### config.mk
export PLATFORM = sky130hd
export DESIGN_NAME = elevator_scan_controller_flat
export DESIGN_NICKNAME = d
export VERILOG_FILES = /design/src/rtl/elevator_scan_controller_if.sv /design/src/rtl/elevator_scan_controller.sv /design/src/flat_wrapper.sv
export SDC_FILE = /design/constraint.sdc
export NUM_CORES = 1
export LEC_CHECK = 0
export ABC_AREA = 1
export BUFFER_PORTS_ARGS = -buffer_cell sky130_fd_sc_hd__buf_2
export CAP_MARGIN = 5
export CORE_MARGIN = 4
export CORE_UTILIZATION = 53
export CTS_CLUSTER_DIAMETER = 50
export DETAILED_ROUTE_END_ITERATION = 8
export GPL_ROUTABILITY_DRIVEN = 0
export PLACE_DENSITY = 0.87
export SLEW_MARGIN = 20
export SYNTH_ARGS = -nofsm -noshare
export SYNTH_HDL_FRONTEND = slang
export SYNTH_SLANG_ARGS = --single-unit
### constraint.sdc
create_clock -name clk -period 2.5 [get_ports clk]
set_input_delay 0.25 -clock clk [delete_from_list [all_inputs] [get_ports clk]]
set_output_delay 0.25 -clock clk [all_outputs]
set_load 0.1 [all_outputs]
### src/rtl/elevator_scan_controller_if.sv
// Call-request and car-status bundle for elevator_scan_controller.
// The estop signal exists only when ELEV_ESTOP_EN is defined.
interface elevator_scan_controller_if #(
    parameter int NUM_FLOORS = 16,
    parameter int FLOOR_W    = 4
);
    logic                  req_valid;
    logic [FLOOR_W-1:0]    req_floor;
    logic [FLOOR_W-1:0]    current_floor;
    logic                  door_open;
    logic                  moving_up;
    logic                  moving_down;
    logic                  arrived;
    logic                  req_err;
    logic [NUM_FLOORS-1:0] pending;
`ifdef ELEV_ESTOP_EN
    logic                  estop;

    modport master (
        output req_valid, req_floor, estop,
        input  current_floor, door_open, moving_up,
        input  moving_down, arrived, req_err, pending
    );
    modport slave (
        input  req_valid, req_floor, estop,
        output current_floor, door_open, moving_up,
        output moving_down, arrived, req_err, pending
    );
`else
    modport master (
        output req_valid, req_floor,
        input  current_floor, door_open, moving_up,
        input  moving_down, arrived, req_err, pending
    );
    modport slave (
        input  req_valid, req_floor,
        output current_floor, door_open, moving_up,
        output moving_down, arrived, req_err, pending
    );
`endif
endinterface

### src/rtl/elevator_scan_controller.sv
// SCAN-order elevator car controller with timed travel and door dwell.
// Optional ELEV_ESTOP_EN adds an emergency-stop freeze input.
module elevator_scan_controller #(
    parameter int NUM_FLOORS    = 16,
    parameter int FLOOR_W       = 4,
    parameter int TRAVEL_CYCLES = 4,
    parameter int DOOR_CYCLES   = 8
) (
    input  logic clk,
    input  logic reset,
    elevator_scan_controller_if.slave bus
);
    localparam logic [1:0] S_IDLE  = 2'd0;
    localparam logic [1:0] S_MOVE  = 2'd1;
    localparam logic [1:0] S_DWELL = 2'd2;
    localparam logic DIR_UP = 1'b0;
    localparam logic DIR_DN = 1'b1;
    localparam int TW = $clog2(TRAVEL_CYCLES + 1);
    localparam int DW = $clog2(DOOR_CYCLES + 1);

    logic [1:0]            state_q, state_d;
    logic                  dir_q, dir_d;
    logic [FLOOR_W-1:0]    floor_q, floor_d;
    logic [NUM_FLOORS-1:0] pending_q, pending_d;
    logic [TW-1:0]         travel_q, travel_d;
    logic [DW-1:0]         dwell_q, dwell_d;
    logic                  arrived_q, arrived_d;
    logic                  req_err_q, req_err_d;

    logic                  req_ok, here_req;
    logic                  pend_here, pend_next;
    logic                  any_up, any_dn, at_limit;
    logic                  travel_end, dwell_end;
    logic                  clr_en;
    logic [FLOOR_W-1:0]    clr_floor, next_floor;
    logic [NUM_FLOORS-1:0] set_mask, clr_mask;

    always_comb begin
        req_ok     = bus.req_valid &&
                     (int'(bus.req_floor) < NUM_FLOORS);
        here_req   = bus.req_valid &&
                     (bus.req_floor == floor_q);
        next_floor = (dir_q == DIR_UP) ?
                     floor_q + FLOOR_W'(1) :
                     floor_q - FLOOR_W'(1);
        at_limit   = (dir_q == DIR_UP) ?
                     (int'(floor_q) == NUM_FLOORS - 1) :
                     (floor_q == '0);
        travel_end = (travel_q == TW'(TRAVEL_CYCLES - 1));
        dwell_end  = (dwell_q == DW'(DOOR_CYCLES - 1));

        pend_here = 1'b0;
        pend_next = 1'b0;
        any_up    = 1'b0;
        any_dn    = 1'b0;
        for (int i = 0; i < NUM_FLOORS; i++) begin
            if (i == int'(floor_q))    pend_here = pending_q[i];
            if (i == int'(next_floor)) pend_next = pending_q[i];
            if (i > int'(floor_q))     any_up |= pending_q[i];
            if (i < int'(floor_q))     any_dn |= pending_q[i];
        end

        state_d   = state_q;
        dir_d     = dir_q;
        floor_d   = floor_q;
        travel_d  = travel_q;
        dwell_d   = dwell_q;
        arrived_d = 1'b0;
        req_err_d = bus.req_valid && !req_ok;
        clr_en    = 1'b0;
        clr_floor = floor_q;

        unique case (state_q)
            S_IDLE: begin
                if (pend_here) begin
                    state_d   = S_DWELL;
                    dwell_d   = '0;
                    arrived_d = 1'b1;
                    clr_en    = 1'b1;
                end else if ((dir_q == DIR_UP) ? any_up : any_dn) begin
                    state_d  = S_MOVE;
                    travel_d = '0;
                end else if ((dir_q == DIR_UP) ? any_dn : any_up) begin
                    dir_d    = ~dir_q;
                    state_d  = S_MOVE;
                    travel_d = '0;
                end
            end
            S_MOVE: begin
                if (!travel_end) begin
                    travel_d = travel_q + TW'(1);
                end else begin
                    travel_d = '0;
                    // Defensive stop at the shaft ends; no wrap-around.
                    if (at_limit) begin
                        state_d = S_IDLE;
                    end else begin
                        floor_d = next_floor;
                        if (pend_next) begin
                            state_d   = S_DWELL;
                            dwell_d   = '0;
                            arrived_d = 1'b1;
                            clr_en    = 1'b1;
                            clr_floor = next_floor;
                        end
                    end
                end
            end
            S_DWELL: begin
                if (here_req) begin
                    dwell_d = '0;
                end else if (dwell_end) begin
                    state_d = S_IDLE;
                    dwell_d = '0;
                end else begin
                    dwell_d = dwell_q + DW'(1);
                end
            end
            default: state_d = S_IDLE;
        endcase

`ifdef ELEV_ESTOP_EN
        if (bus.estop) begin
            state_d   = state_q;
            dir_d     = dir_q;
            floor_d   = floor_q;
            travel_d  = travel_q;
            dwell_d   = dwell_q;
            arrived_d = 1'b0;
            clr_en    = 1'b0;
        end
`endif

        // Clear beats a same-edge set so no stale call survives arrival.
        set_mask = '0;
        clr_mask = '0;
        for (int i = 0; i < NUM_FLOORS; i++) begin
            if (req_ok && i == int'(bus.req_floor) &&
                !(state_q == S_DWELL && here_req))
                set_mask[i] = 1'b1;
            if (clr_en && i == int'(clr_floor))
                clr_mask[i] = 1'b1;
        end
        pending_d = (pending_q | set_mask) & ~clr_mask;
    end

    always_ff @(posedge clk) begin
        if (reset) begin
            state_q   <= S_IDLE;
            dir_q     <= DIR_UP;
            floor_q   <= '0;
            pending_q <= '0;
            travel_q  <= '0;
            dwell_q   <= '0;
            arrived_q <= 1'b0;
            req_err_q <= 1'b0;
        end else begin
            state_q   <= state_d;
            dir_q     <= dir_d;
            floor_q   <= floor_d;
            pending_q <= pending_d;
            travel_q  <= travel_d;
            dwell_q   <= dwell_d;
            arrived_q <= arrived_d;
            req_err_q <= req_err_d;
        end
    end

    assign bus.current_floor = floor_q;
    assign bus.pending       = pending_q;
    assign bus.arrived       = arrived_q;
    assign bus.req_err       = req_err_q;
`ifdef ELEV_ESTOP_EN
    assign bus.door_open   = (state_q != S_MOVE) && !bus.estop;
    assign bus.moving_up   = (state_q == S_MOVE) &&
                             (dir_q == DIR_UP) && !bus.estop;
    assign bus.moving_down = (state_q == S_MOVE) &&
                             (dir_q == DIR_DN) && !bus.estop;
`else
    assign bus.door_open   = (state_q != S_MOVE);
    assign bus.moving_up   = (state_q == S_MOVE) && (dir_q == DIR_UP);
    assign bus.moving_down = (state_q == S_MOVE) && (dir_q == DIR_DN);
`endif
endmodule

### src/flat_wrapper.sv
// flat-port wrapper written by rule: the top's interface ports become plain ports
module elevator_scan_controller_flat 
#(
    parameter int NUM_FLOORS    = 16,
    parameter int FLOOR_W       = 4,
    parameter int TRAVEL_CYCLES = 4,
    parameter int DOOR_CYCLES   = 8
)
  (clk, reset, bus_req_valid, bus_req_floor, bus_current_floor, bus_door_open, bus_moving_up, bus_moving_down, bus_arrived, bus_req_err, bus_pending);
  elevator_scan_controller_if #(.NUM_FLOORS(NUM_FLOORS), .FLOOR_W(FLOOR_W)) bus_i ();
  input  logic clk;
  input  logic reset;
  input wire logic [$bits(bus_i.req_valid)-1:0] bus_req_valid;
  input wire logic [$bits(bus_i.req_floor)-1:0] bus_req_floor;
  output wire logic [$bits(bus_i.current_floor)-1:0] bus_current_floor;
  output wire logic [$bits(bus_i.door_open)-1:0] bus_door_open;
  output wire logic [$bits(bus_i.moving_up)-1:0] bus_moving_up;
  output wire logic [$bits(bus_i.moving_down)-1:0] bus_moving_down;
  output wire logic [$bits(bus_i.arrived)-1:0] bus_arrived;
  output wire logic [$bits(bus_i.req_err)-1:0] bus_req_err;
  output wire logic [$bits(bus_i.pending)-1:0] bus_pending;
  assign bus_i.req_valid = bus_req_valid;
  assign bus_i.req_floor = bus_req_floor;
  assign bus_current_floor = bus_i.current_floor;
  assign bus_door_open = bus_i.door_open;
  assign bus_moving_up = bus_i.moving_up;
  assign bus_moving_down = bus_i.moving_down;
  assign bus_arrived = bus_i.arrived;
  assign bus_req_err = bus_i.req_err;
  assign bus_pending = bus_i.pending;
  elevator_scan_controller #(.NUM_FLOORS(NUM_FLOORS), .FLOOR_W(FLOOR_W), .TRAVEL_CYCLES(TRAVEL_CYCLES), .DOOR_CYCLES(DOOR_CYCLES)) u_core (.clk(clk), .reset(reset), .bus(bus_i));
endmodule
# --- Word-level counts from Yosys, hierarchy flattened ---
# Index checks and enable logic that the tools add are counted.
op_classes:
  addsub: 4
  order_cmp: 30
  eq_ne: 77
  muxes: 128
  bitwise_logic: 35
  n_reduce_logical: 66
ops:
  columns: ["cell", "n"]
  rows:
  - ["$eq 4x4->1 const A", 32]
  - ["$mux 1", 101]
  - ["$eq 3x4->1 const A", 16]
  - ["$logic_and 1x1->1", 52]
  - ["$mux 4", 11]
  - ["$eq 2x4->1 const A", 8]
  - ["$gt 4x4->1 const A", 8]
  - ["$lt 4x4->1 const A", 7]
  - ["$or 1x1->1", 28]
  - ["$logic_not 4->1", 5]
  - ["$and 16x16->16", 1]
  - ["$eq 1x4->1 const A", 4]
  - ["$gt 3x4->1 const A", 4]
  - ["$lt 3x4->1 const A", 4]
  - ["$mux 2", 8]
  - ["$not 16->16", 1]
  - ["$or 16x16->16", 1]
  - ["$mux 3", 4]
  - ["$pmux 4 s3", 1]
  - ["$ne 2x1->1 const B", 5]
  - ["$reduce_and 5->1", 2]
  - ["$add 4x1->4 const B", 2]
  - ["$gt 2x4->1 const A", 2]
  - ["$lt 1x4->1 const A", 2]
  - ["other kinds (23)", 31]
totals:
  register_bits: 31
  in_bits: 7
  elab_cells: 347

# --- Depth between registers and ports, before layout ---
depth:
  word_depth: 35
  mapped_depth: 24

# --- Worst setup path after synthesis ---
# OpenSTA, ideal clock, no wires.
synth_path:
  path_type: "register -> register"
  from: "register u_core.floor_q[1], in the netlist u_core.bus.current_floor[1]"
  to: "register u_core.pending_q[7], in the netlist u_core.bus.pending[7]"
  setup_ns: 0.122
  arrival_ns: 3.194
  t_required_ns: 2.378
  path_slack_ns: -0.816
  stages_incl_launch_ff: 19
  n_path_buf: 0
  path_cell_list: "dfxtp_1 > inv_1 > ha_1 > inv_1 > nand2_1 > nand2_2 > inv_2 > nor2_2 > nand2_1 > nand2_1 > o221ai_1 > nand2_1 > or2_4 > nand3_4 > nand2_1 > nand2_1 > nand2_2 > nor2_1 > a21oi_1"
synth_between:
  elab_chain_cells: 28
  word_cells_on_any_way: 91
synth_lines:
  columns: ["item", "line", "source"]
  rows:
  - ["start: declaration", "elevator_scan_controller.sv:23", "logic [FLOOR_W-1:0] floor_q, floor_d;"]
  - ["start signal: assignment", "elevator_scan_controller.sv:160", "floor_q <= floor_d;"]
  - ["$add 4x1->4 or $sub 4x1->4 (tied branches)", "elevator_scan_controller.sv:44, elevator_scan_controller.sv:45", null]
  - ["$mux 4", "elevator_scan_controller.sv:43", "next_floor = (dir_q == DIR_UP) ?"]
  - ["$logic_not 4->1", "elevator_scan_controller.sv:58", "if (i == int'(next_floor)) pend_next = pending_q[i];"]
  - ["$mux 1 (16 in a row)", "elevator_scan_controller.sv:58", null]
  - ["$mux 4", "elevator_scan_controller.sv:99", "if (pend_next) begin"]
  - ["$mux 4", "elevator_scan_controller.sv:95", "if (at_limit) begin"]
  - ["$mux 4", "elevator_scan_controller.sv:90", "if (!travel_end) begin"]
  - ["$mux 4", "elevator_scan_controller.sv:73", "unique case (state_q)"]
  - ["$eq 4x4->1", "elevator_scan_controller.sv:141", "if (clr_en && i == int'(clr_floor))"]
  - ["$logic_and 1x1->1", "elevator_scan_controller.sv:141", null]
  - ["$mux 1", "elevator_scan_controller.sv:141", null]
  - ["$not 16->16", "elevator_scan_controller.sv:144", "pending_d = (pending_q | set_mask) & ~clr_mask;"]
  - ["$and 16x16->16 (*)", "elevator_scan_controller.sv:144", null]
  - ["end signal: assignment", "elevator_scan_controller.sv:161", "pending_q <= pending_d;"]
  - ["end: declaration", "elevator_scan_controller.sv:24", "logic [NUM_FLOORS-1:0] pending_q, pending_d;"]
# Mark *: on every way between the ends. The rest lies on a longest branch, timed or not.
# A chain may end at the register's enable or synchronous reset.

# --- Final worst setup path ---
layout_path:
  from: "register u_core.floor_q[0], in the netlist u_core.bus.current_floor[0]"
  to: "register u_core.pending_q[6], in the netlist u_core.bus.pending[6]"
# Same word-level chain as after synthesis.

==> tab_implementation.tex <==
\begin{tabular}{lr}
\hline
Metric & Value \\
\hline
\multicolumn{2}{l}{\textbf{Floorplan}} \\
\quad Row cnt & 24 \\
\quad Initial Util & between 50\% and 60\% \\
\quad DIE HEIGHT & roughly 77 µm \\
\quad Overall die area & about 6000 µm² \\
\quad Area inside the core boundary & between 4000 and 5000 µm² \\
\quad Die width & approximately 77 µm \\
\quad I/O pins & 32 \\
\multicolumn{2}{l}{\textbf{Logic synthesis}} \\
\quad Flip-flop and latch count after synthesis & 31 \\
\quad Biggest area contributors in the synthesized netlist & dfxtp\_1 (24\%), nand2\_1 (14\%), nor2\_1 (8.8\%) \\
\quad Warning count from the yosys run & 0 \\
\quad Synth Cell Area & 2545 µm² \\
\quad Area leader, netlist & dfxtp\_1 \\
\quad Cells after synthesis & 429 \\
\quad Seq/Total Area, Yosys & 24.39\% \\
\quad Synth top area share & 24.39\% \\
\quad Net count of the mapped netlist & between 400 and 500 \\
\quad Number of library cell types mapped by synthesis & 41 \\
\quad Average footprint of a synthesized cell & a little under 6 µm² \\
\multicolumn{2}{l}{\textbf{STA}} \\
\quad Number of failing hold endpoints at the final stage & 0 \\
\quad Sum of negative setup slack & -4.354 ns \\
\quad Worst Setup Slack, final & -0.2735 ns \\
\quad Worst max-slew margin expressed relative to the limit & between 40 and 50\% \\
\quad Min Tclk post-route & around 2.8 ns \\
\quad Setup violations, final & 23 \\
\quad Unrepaired setup endpoints after global routing & yes \\
\quad Least-Margin Pin Slew & just over 0.8 ns \\
\quad Maximum achievable frequency & approximately 360 MHz \\
\quad Max Slew Vio Count & 0 \\
\quad Clock Skew & approximately 0.011 ns \\
\quad WHS & about 0.16 ns \\
\quad Final worst-path cycle share & 110.9\% \\
\multicolumn{2}{l}{\textbf{Job}} \\
\quad Max-capacitance violation count & 0 \\
\multicolumn{2}{l}{\textbf{Drt}} \\
\quad Wire length per cell after detailed routing & roughly 20 µm \\
\quad Overall routed net length & approximately 11,000 µm \\
\quad Post-route DRC & 40 \\
\quad Drt first pass iters & 9 \\
\quad Via density per instance & roughly 6.7 \\
\quad Post-route antenna net violation count & 0 \\
\quad Via total after detailed routing & between 3,000 and 4,000 \\
\quad Drt first-iter violations & 748 \\
\multicolumn{2}{l}{\textbf{Global route}} \\
\quad Pin count of the biggest net entering global routing & 29 \\
\quad Congestion Overflow GR & 0 \\
\quad Vias in the first global route & roughly 2,900 \\
\quad First-pass GRT wire length & roughly 13,000 µm \\
\quad Overall track demand over capacity in global routing & 26.58\% \\
\quad Initial antenna violation count & 0 \\
\multicolumn{2}{l}{\textbf{Finish}} \\
\quad Number of filler instances in the final layout & 250 \\
\quad Layout cell share with drive strength beyond 1 & between 30\% and 40\% \\
\quad Post-layout nets & 502 \\
\quad Post-Layout Inst Area & between 3000 and 4000 µm² \\
\quad Area added between synthesis and finish & 37.51\% \\
\quad Antenna cell count & 0 \\
\multicolumn{2}{l}{\textbf{Clock network}} \\
\quad Root Driver & clkbuf\_8 \\
\quad Clock latency of the later-clocked register in the worst-skew pair & 0.30 ns \\
\quad Buffers from clock root to sink, at most & 2 \\
\quad Post-CTS Hold Fix Bufs & 0 \\
\quad Level count of the clock H-tree & 2 \\
\quad Number of clock buffers inserted by TritonCTS & 5 \\
\quad Clock sink total & 31 \\
\quad TritonCTS clock tree & built \\
\quad Clock slew at the register clock pins of the worst setup and hold paths & approximately 0.080 ns \\
\multicolumn{2}{l}{\textbf{Worst setup path}} \\
\quad Critical Path Start & u\_core.bus.current\_floor[0]\$\_SDFFE\_PP0P\_ \\
\quad Delay of the slowest cell on the worst path & between 0.4 and 0.5 ns \\
\quad Required arrival time at the worst endpoint & roughly 2.7 ns \\
\quad Origin of the critical flop-to-flop path & u\_core.bus.current\_floor[0]\$\_SDFFE\_PP0P\_ \\
\quad Crit path kind & reg -> reg \\
\quad Ordered list of cells on the worst path & clkinv\_8 > ha\_4 > nand2\_1 > nand2\_4 > inv\_4 > nand2\_4 > o22ai\_4 > a21oi\_2 > o211ai\_1 > nand2\_1 > or2\_4 > nand3\_4 > a21boi\_4 > buf\_12 > nand2\_4 > nor2\_1 > a21oi\_1 \\
\quad Largest driver fanout on the critical path & 5 \\
\quad Crit path capture type & register \\
\quad Kind of launch point of the worst setup path & register \\
\quad Highest-delay cell along the critical path & dfxtp\_4 \\
\quad Cell seen most often among critical-path stages & nand2\_4 \\
\quad Data arrival time of the worst path & 2.95 ns \\
\multicolumn{2}{l}{\textbf{Placement}} \\
\quad Port Buffers & 30 \\
\quad Worst Setup Slack post-DPL & -0.04315 ns \\
\quad Detailed placer's ending HPWL & approximately 6100 µm \\
\quad Dpl cell area & just under 3000 µm² \\
\multicolumn{2}{l}{\textbf{Pwr}} \\
\quad Power Density & approximately 600 nW/µm² \\
\quad Leakage dissipation & around 1.6 nW \\
\quad Worst VDD drop & around 0.43 mV \\
\multicolumn{2}{l}{\textbf{Hold path}} \\
\quad Worst Min Path Start & reset \\
\quad Type of the most critical hold path & in -> reg \\
\multicolumn{2}{l}{\textbf{Outcome}} \\
\quad Status & finished, violations left \\
\quad Violated checks & design-rule violations, negative setup slack \\
\hline
\end{tabular}
-- power by group --
part / switching [mW] / total (mW) / internal, mW
clock network: 0.210 / 0.502 / 0.292
logic: 0.676 / 0.979 / 0.302
registers: 0.0743 / 0.623 / 0.548
-- timing repair --
action                                  in CTS  in global routing
gates resized for setup                      1                 88
pin swaps                                    0                 22
endpoints found under the setup margin      14                 27
buffers inserted                             3                 12
endpoints found under the hold margin        0                  0
-- critical path, delay by kind of cell (launching register included) --
kind	cells	cell delay, ns
AO/OA/AOI/OAI	5	0.65
AND/OR/NAND/NOR	8	0.97
flip-flops	1	0.43
buffers and inverters	3	0.30
adder cells (fa/ha/maj)	1	0.29
-- area by class of cell --
class	count	area [µm²]	area share, %
inverter	68	297.8	8.509
clock buffer	5	68.82	1.966
clock inverter	3	38.79	1.108
sequential	31	638.1	18.23
multi-input combinational	323	1984	56.70
tap	52	65.06	1.859
timing repair buffer	59	406.6	11.62
-- logic make-up after synthesis --
kind of cell / after synthesis / share of synthesized area [%]
AO/OA/AOI/OAI: 93 / 20.50
other: 1 / 0.1474
AND/OR/NAND/NOR: 217 / 38.05
buffers and inverters: 75 / 11.75
flip-flops: 31 / 24.39
adder cells (fa/ha/maj): 7 / 3.441
XOR/XNOR: 5 / 1.721
-- cells in the final DEF, fill, tap and decap left out, types with 2 or more instances in the layout --
cell type / Yosys / final
nand3b_1: 2 / 2
xor2_1: 4 / 4
inv_1: 59 / 53
clkinv_1: 1 / 2
o21ai_1: 3 / 4
nor3_1: 7 / 7
a21oi_2: 0 / 10
clkbuf_8: 0 / 5
clkinv_8: 0 / 2
inv_4: 0 / 5
nand2_8: 0 / 4
nand2_4: 0 / 12
nand2_1: 94 / 77
nand3_4: 1 / 3
dfxtp_4: 0 / 4
a31oi_1: 3 / 3
inv_2: 8 / 6
o221ai_1: 3 / 3
nand3_1: 28 / 25
dfxtp_1: 31 / 25
buf_12: 0 / 3
nor2_4: 1 / 7
buf_2: 2 / 30
nand3_2: 1 / 2
nand4_1: 6 / 6
o22ai_1: 6 / 5
nor2_2: 4 / 11
ha_2: 0 / 2
o211ai_1: 6 / 6
ha_4: 0 / 3
o21ai_0: 33 / 31
nand2_2: 8 / 9
ha_1: 7 / 2
dfxtp_2: 0 / 2
buf_4: 2 / 24
a21oi_1: 33 / 23
nor2_1: 60 / 47
-- metrics by stage --
step,power (mW),utilization [%],std cells
final,2.103,77.69,541
after CTS,1.886,67.22,529
after floorplan,1.224,-,429
after global routing,2.188,77.69,541
after detailed placement,1.397,64.28,518
after global placement,1.371,64.28,518
-- sequential cells by signal, summed over array words and instances (netlist names) --
| register | flops |
|---|---|
| u_core.bus.pending | 16 |
| u_core.bus.current_floor | 4 |
| u_core.dwell_q | 4 |
| u_core.travel_q | 3 |
| u_core.state_q | 2 |
| u_core.bus.arrived | 1 |
| u_core.dir_q | 1 |
-- layer usage --
metal	vias up	routed length, µm	track usage [%]
li1	1525	-	-
met1	1576	3710	33.95
met2	378	4599	41.62
met3	132	1546	6.323
met4	0	922	13.17
met5	-	0	0
-- cell usage after synthesis (all sizes together) --
| library cell | count |
|---|---|
| nand2 | 102 |
| inv | 67 |
| nor2 | 65 |
| o21ai | 36 |
| a21oi | 33 |
| dfxtp | 31 |
| nand3 | 30 |
| ha | 7 |
| nor3 | 7 |
| nand4 | 6 |
| o211ai | 6 |
| o22ai | 6 |
| buf | 5 |
| xor2 | 4 |
| a31oi | 3 |
| nand3b | 3 |
| o221ai | 3 |
| clkbuf | 2 |
| or2 | 2 |
| a21boi | 1 |
| a221oi | 1 |
| a311oi | 1 |
| clkinv | 1 |
| conb | 1 |
| nor3b | 1 |
| nor4 | 1 |
| o2111ai | 1 |
| o21bai | 1 |
| o31ai | 1 |
| xnor2 | 1 |
-- path summary, 6_finish.rpt --
check | endpoint | slack [ns] | cells after the start
max reg2reg | u_core.bus.pending[6]$_SDFF_PP0_ | -0.27 | 17
min | u_core.bus.current_floor[0]$_SDFFE_PP0P_ | 0.16 | 2
max | u_core.bus.pending[6]$_SDFF_PP0_ | -0.27 | 17
min reg2reg | u_core.travel_q[2]$_SDFFE_PP0P_ | 0.45 | 2
Power figures use the tool's default switching activity.
